==> src/rtl/pkt_len_meas.sv <==
// Packet length meter: counts bytes per stream packet, reports length and flow
// one cycle after eop, and flags/counts framing errors.
module pkt_len_meas #(
  parameter int A_WIDTH    = 3,
  parameter int DATA_BYTES = 8,
  parameter int EMPTY_W    = 3
) (
  input  logic               clk_i,
  input  logic               rst_n_i,
  input  logic               st_valid_i,
  input  logic               st_sop_i,
  input  logic               st_eop_i,
  input  logic [EMPTY_W-1:0] st_empty_i,
  input  logic [A_WIDTH-1:0] st_flow_num_i,
  output logic [A_WIDTH-1:0] rx_flow_num_o,
  output logic [15:0]        pkt_size_o,
  output logic               pkt_size_ena_o,
  output logic               err_o,
  output logic [15:0]        err_cnt_o
);

  typedef enum logic {
    IDLE,
    IN_PKT
  } state_t;

  localparam logic [16:0] FULL_BEAT = 17'(DATA_BYTES);

  state_t             state;
  logic [16:0]        acc;
  logic [A_WIDTH-1:0] flow_q;
  logic [1:0]         rst_sync;
  logic               rst_n;

  // NOTE: assertion is asynchronous, release is re-timed to clk_i so no flop
  // leaves reset on a different edge than its neighbours.
  always_ff @(posedge clk_i or negedge rst_n_i) begin
    if (!rst_n_i) rst_sync <= 2'b00;
    else          rst_sync <= {rst_sync[0], 1'b1};
  end
  assign rst_n = rst_sync[1];

  function automatic logic [15:0] sat16(input logic [16:0] v);
    return v[16] ? 16'hFFFF : v[15:0];
  endfunction

  // acc never exceeds 16'hFFFF, so these sums cannot wrap 17 bits.
  logic [16:0] eop_bytes;
  logic [16:0] mid_sum;
  logic [16:0] eop_sum;
  logic        err_evt;

  always_comb begin
    eop_bytes = FULL_BEAT - 17'(st_empty_i);
    mid_sum   = acc + FULL_BEAT;
    eop_sum   = acc + eop_bytes;
    err_evt   = st_valid_i &&
                (((state == IDLE) && !st_sop_i) || ((state == IN_PKT) && st_sop_i));
  end

  // NOTE: all state below uses non-blocking assignments so every register
  // samples pre-edge values, independent of statement order.
  always_ff @(posedge clk_i or negedge rst_n) begin
    if (!rst_n) begin
      state          <= IDLE;
      acc            <= '0;
      flow_q         <= '0;
      rx_flow_num_o  <= '0;
      pkt_size_o     <= '0;
      pkt_size_ena_o <= 1'b0;
      err_o          <= 1'b0;
      err_cnt_o      <= '0;
    end else begin
      pkt_size_ena_o <= 1'b0;
      err_o          <= err_evt;
      if (err_evt && (err_cnt_o != 16'hFFFF)) err_cnt_o <= err_cnt_o + 16'd1;

      if (st_valid_i) begin
        if (st_sop_i) begin
          // A sop in IN_PKT aborts the open packet; either way the beat starts anew.
          if (st_eop_i) begin
            pkt_size_o     <= sat16(eop_bytes);
            rx_flow_num_o  <= st_flow_num_i;
            pkt_size_ena_o <= 1'b1;
            acc            <= '0;
            state          <= IDLE;
          end else begin
            acc    <= FULL_BEAT;
            flow_q <= st_flow_num_i;
            state  <= IN_PKT;
          end
        end else if (state == IN_PKT) begin
          if (st_eop_i) begin
            pkt_size_o     <= sat16(eop_sum);
            rx_flow_num_o  <= flow_q;
            pkt_size_ena_o <= 1'b1;
            acc            <= '0;
            state          <= IDLE;
          end else begin
            acc <= {1'b0, sat16(mid_sum)};
          end
        end
      end
    end
  end

endmodule

==> config.mk <==
export PLATFORM = sky130hd
export DESIGN_NAME = pkt_len_meas
export DESIGN_NICKNAME = d
export VERILOG_FILES = /design/src/rtl/pkt_len_meas.sv
export SDC_FILE = /design/constraint.sdc
export NUM_CORES = 1
export LEC_CHECK = 0
export CAP_MARGIN = 20
export CORE_MARGIN = 3
export CORE_UTILIZATION = 50
export DETAILED_ROUTE_END_ITERATION = 16
export MAX_ROUTING_LAYER = met4
export PLACE_DENSITY = 0.75
export SLEW_MARGIN = 30
export SYNTH_ARGS = -nofsm -noshare
export SYNTH_HDL_FRONTEND = slang
export SYNTH_SLANG_ARGS = --single-unit
==> constraint.sdc <==
create_clock -name clk_i -period 2.2 [get_ports clk_i]
set_input_delay 0.44 -clock clk_i [delete_from_list [all_inputs] [get_ports clk_i]]
set_output_delay 0.44 -clock clk_i [all_outputs]
set_load 0.03 [all_outputs]
# Yosys cells after proc, flatten, opt, wreduce, memory -nomap -nowiden
# Index checks and enable logic that the tools add are counted.
# W data, S select, Z words.
[classes] n_mux=22 n_reduce_logical=10 addsub=4 n_bitwise=2 eq_ne=1
[op_table] cell="$mux W16" n=8
[op_table] cell="$mux W17" n=2
[op_table] cell="$add A17 B17 Y17" n=1
[op_table] cell="$add A17 B4 Y17 const B" n=1
[op_table] cell="$add A16 B1 Y16 const B" n=1
[op_table] cell="$ne A16 B16 Y1 const B" n=1
[op_table] cell="$mux W3" n=4
[op_table] cell="$mux W1" n=7
[op_table] cell="$reduce_and A3 Y1" n=2
[op_table] cell="$sub A4 B3 Y5 const A" n=1
[op_table] cell="$logic_and A1 B1 Y1" n=4
[op_table] cell="$mux W4" n=1
[op_table] cell="$not A1 Y1" n=2
[op_table] cell="$reduce_and A2 Y1" n=1
[op_table] cell="$reduce_bool A2 Y1" n=1
[op_table] cell="$logic_not A1 Y1" n=1
[op_table] cell="$logic_or A1 B1 Y1" n=1
[totals] word_cells=48 ff_bits=60 output_inout_bits=37

# Depth between registers and ports, before layout
[depth] word_depth=6 depth_mapped=10 ltp_nobuf=9

# Worst setup path after synthesis
# Ideal clock, no wire load.
[synth_path] path_kind="input to register" from="input st_empty_i[0]" to="register pkt_size_o[2]" arrival_ns=2.237 path_slack_ns=-0.129 setup_ns=0.092 path_buffers=1 cell_stages=10 path_cell_list="inv_1 > ha_1 > inv_1 > fa_1 > nand2b_1 > a21oi_1 > and3_1 > buf_4 > nor3_2 > o31ai_2"
[synth_via] elab_chain_cells=6
[synth_rtl] element="start, declared" line="13" text="input logic [EMPTY_W-1:0] st_empty_i,"
[synth_rtl] element="$sub A4 B3 Y5 (*)" line="54" text="eop_bytes = FULL_BEAT - 17'(st_empty_i);"
[synth_rtl] element="$add A17 B17 Y17" line="56" text="eop_sum = acc + eop_bytes;"
[synth_rtl] element="$mux W16" line="44" text="return v[16] ? 16'hFFFF : v[15:0];"
[synth_rtl] element="$mux W16" line="93" text="if (st_eop_i) begin"
[synth_rtl] element="$mux W16" line="92" text="end else if (state == IN_PKT) begin"
[synth_rtl] element="$mux W16 (*)" line="79" text="if (st_sop_i) begin"
[synth_rtl] element="end signal, assigned" line="82" text="pkt_size_o <= sat16(eop_bytes);"
[synth_rtl] element="end signal, assigned" line="94" text="pkt_size_o <= sat16(eop_sum);"
[synth_rtl] element="end, declared" line="16" text="output logic [15:0] pkt_size_o,"
# Mark *: on every way between the ends. The rest lies on a longest branch, timed or not. The select of a mux whose other input is x is not followed.
# A chain may end at the register's enable or synchronous reset.

# Final worst setup path
[layout_path] from="register acc[1]" to="register pkt_size_o[12]"
[layout_via] elab_chain_cells=5
[layout_rtl] element="start, declared" line="30" text="logic [16:0] acc;"
[layout_rtl] element="start signal, assigned" line="100" text="acc <= {1'b0, sat16(mid_sum)};"
[layout_rtl] element="$add A17 B17 Y17" line="56"
[layout_rtl] element="$mux W16" line="44"
[layout_rtl] element="$mux W16" line="93"
[layout_rtl] element="$mux W16" line="92"
[layout_rtl] element="$mux W16" line="79"
# No other way between the ends. The select of a mux whose other input is x is not followed.

==> results.json <==
{
  "critPathLaunch": "acc[1]$_DFFE_PN0P_",
  "power.density_mw_per_mm2": 671,
  "path_class": "reg -> reg",
  "arrival_ns": 2.39,
  "ctsLongestPathBuffers": 2,
  "async_flop_share_pct": 100,
  "antenna_cells": 0,
  "vias": 2921,
  "synth_compound_area_share_pct": 19.1,
  "cts_buffers": 9,
  "die_area_sq_mm": 0.00720,
  "yosys.area_share.simple_pct": 19.0,
  "clock_skew_ns": 0.0105,
  "rr_startpoint": "acc[1]$_DFFE_PN0P_",
  "cap_violations": 0,
  "clk-insertion-delay-late_ns": 0.35,
  "ant_nets": 0,
  "core_area_sq_mm": 0.00596,
  "synth_edf_count": 0,
  "synth_top_family_by_area": "compound AO/OA/AOI/OAI gates",
  "power_w": 0.00291,
  "synth_cells": 322,
  "post_drt_wl_per_cell_microns": 16.6,
  "grt_max_degree": 31,
  "syn_to_final_growth_pct": 39.2,
  "critPathRequiredTime_ns": 2.48,
  "nNetsFinal": 440,
  "hold_viol_final": 0,
  "power.internal_w": 0.00191,
  "synthMuxAreaShare_pct": 3.06,
  "firstDrtPassIters": 4,
  "synthFlopType": "dfrtp_1",
  "post_synth.cell_area_avg_sq_um": 9.66,
  "cts_root_buffer": "clkbuf_8",
  "switching_power_w": 0.000995,
  "path_max_fanout": 5,
  "comb_power_share_pct": 25.6,
  "final_common_cell": "dfrtp_1",
  "setup_violations": 0,
  "die_h_microns": 84.9,
  "die_w_microns": 84.9,
  "drive_gt1_share_pct": 27.1,
  "yosysUniqueCellTypes": 53,
  "syn_nets": 342,
  "synth_seq_cells": 57,
  "route.detailed.drc": 0,
  "yosysSeqAreaShare_pct": 45.9,
  "rows": 28,
  "finalCritPeriodShare_pct": 95.9,
  "cts.htree.levels": 3,
  "antenna_found_initial": 0,
  "drt-total-wl_mm": 8.31,
  "power.leakage_nw": 1.93,
  "io_buffers": 47,
  "grt_overflow": 0,
  "cts.clk_slew.worst_paths_ns": 0.08,
  "place.gp.congestion": 0.879,
  "grt_pass1_wl_mm": 14.2,
  "crit_path_end_kind": "flop",
  "synth-xor-area-share_pct": 5.07,
  "cts.sinks": 57,
  "fmax_mhz": 474,
  "whs_ns": 0.244,
  "min_period_ns": 2.11,
  "r2r_cells": 9,
  "start_kind": "flop",
  "seq_power_share_pct": 43.7,
  "pin_count": 48,
  "ir_worst_vdd_mv": 0.430,
  "switching_share_pct": 34.2,
  "final_cell_mix": "55 x dfrtp_1, 52 x buf_4, 44 x clkdlybuf4s50_1",
  "status": "complete, no violations",
  "drt_iter0_markers": 189,
  "report.final.slew_viol_count": 0,
  "initial_core_util_pct": 52.2,
  "grt_usage_pct": 25.5,
  "hp-class": "in -> async",
  "tightestPinTransition_ns": 0.604,
  "vias_per_cell": 5.84,
  "cts_tree": "done",
  "max-slew-margin-rel_pct": 59.7,
  "synthAdderAreaFrac_pct": 3.86,
  "tns_ns": 0,
  "pwr-share-clk_pct": 30.7,
  "yosysWarnings": 0,
  "dp_hpwl_mm": 5.89,
  "netlist_area_sq_mm": 0.00311,
  "grt_pass1_vias": 2920
}
[power groups by stage]
stage | sequential, W | combinational, W | clock [W]
3_3_place_gp | 0.00128 | 0.000714 | 0
4_1_cts | 0.00127 | 0.000741 | 0.000905
6_report | 0.00127 | 0.000745 | 0.000891
2_1_floorplan | 0.00145 | 0.000236 | 0
5_1_grt | 0.00129 | 0.000804 | 0.000948
3_5_place_dp | 0.00129 | 0.000729 | 0
[area by class of cell]
| class | instances | area [sq um] |
|---|---|---|
| well taps | 75 | 93.8 |
| fillers | 445 | 1630 |
| clock inverters | 7 | 55.1 |
| repair buffers | 103 | 903 |
| flip-flops and latches | 57 | 1430 |
| inverters | 11 | 41.3 |
| multi-input cells | 238 | 1680 |
| clock buffers | 9 | 124 |
[what timing repair did]
item | CTS | global route
gates resized for setup | 15 | 18
pin swaps | 4 | 5
setup endpoints to repair | 16 | 21
hold buffers | 0 | 0
gates cloned | 1 | 0
buffers inserted | 6 | 7
endpoints found under the hold margin | 0 | 0
[worst max-delay path, cell delays in order, from the launching register on]
cell and delay, ns:
dfrtp_2 0.38, buf_4 0.13, inv_1 0.06, fa_2 0.39, nand2b_4 0.17, a211oi_4 0.39
buf_4 0.18, a21oi_1 0.05, a31oi_1 0.15, a22o_1 0.15
[sequential cells by signal, indices dropped and copies added, names as in the netlist]
| name | count |
|---|---|
| rx_flow_num_o | 3 |
| err_cnt_o | 16 |
| acc | 14 |
| pkt_size_ena_o | 1 |
| flow_q | 3 |
| state | 1 |
| err_o | 1 |
| rst_sync | 2 |
| pkt_size_o | 16 |
[layer usage]
| metal | vias up | track usage (%) | share of wire (%) |
|---|---|---|---|
| li1 | 1382 | - | - |
| met1 | 1421 | 33.4 | 44 |
| met2 | 96 | 38.8 | 48 |
| met3 | 22 | 5.44 | 5.5 |
| met4 | 0 | 10.4 | 2.5 |
| met5 | - | - | 0 |
[path summary, 6_finish.rpt]
path                                                 to  slack (ns)
setup reg to reg             pkt_size_o[12]$_DFFE_PN0P_        0.09
hold reg to reg            rx_flow_num_o[2]$_DFFE_PN0P_        0.28
max in group asynchronous            acc[7]$_DFFE_PN0P_        1.34
min in group clk_i                rst_sync[1]$_DFF_PN0_        0.35
hold / removal                    rst_sync[0]$_DFF_PN0_        0.24
setup / recovery             pkt_size_o[12]$_DFFE_PN0P_        0.09
[cells in the mapped netlist (all sizes together), types with 6 or more instances]
cell | n | share of area, %
o211ai | 6 | 1.4
nor2 | 21 | 2.6
nand4 | 6 | 1.4
ha | 8 | 3.2
clkbuf | 6 | 0.72
o21ai | 18 | 2.9
and3 | 10 | 2.0
nand3 | 21 | 3.4
nand2 | 31 | 3.7
xnor2 | 14 | 3.9
a21oi | 26 | 4.2
buf | 11 | 1.9
dfrtp | 57 | 46
a311oi | 7 | 2.5
inv | 11 | 1.3
[cells by family (layout without fill, tap and decap cells)]
| group | after synthesis | after routing |
|---|---|---|
| and+or+nand+nor | 114 | 115 |
| AOI/OAI and AO/OA | 86 | 86 |
| DFF | 57 | 57 |
| buffers and inverters | 28 | 130 |
| xor gates and xnor gates | 18 | 18 |
| adders and majority gates | 9 | 9 |
| muxes | 9 | 9 |
| other | 1 | 1 |
[through the flow]
stage / setup slack (ns) / util, % / cells / cell area, sq um
after floorplan: 0.0141 / - / 322 / 3140
after global placement: -0.506 / 66.5 / 470 / 3960
after detailed placement: -0.656 / 66.5 / 470 / 3960
after CTS: 0.0369 / 71.0 / 493 / 4230
after global routing: -0.00322 / 72.7 / 500 / 4330
final: 0.0899 / 72.7 / 500 / 4330
No activity file was read; power rests on OpenSTA's default activity.
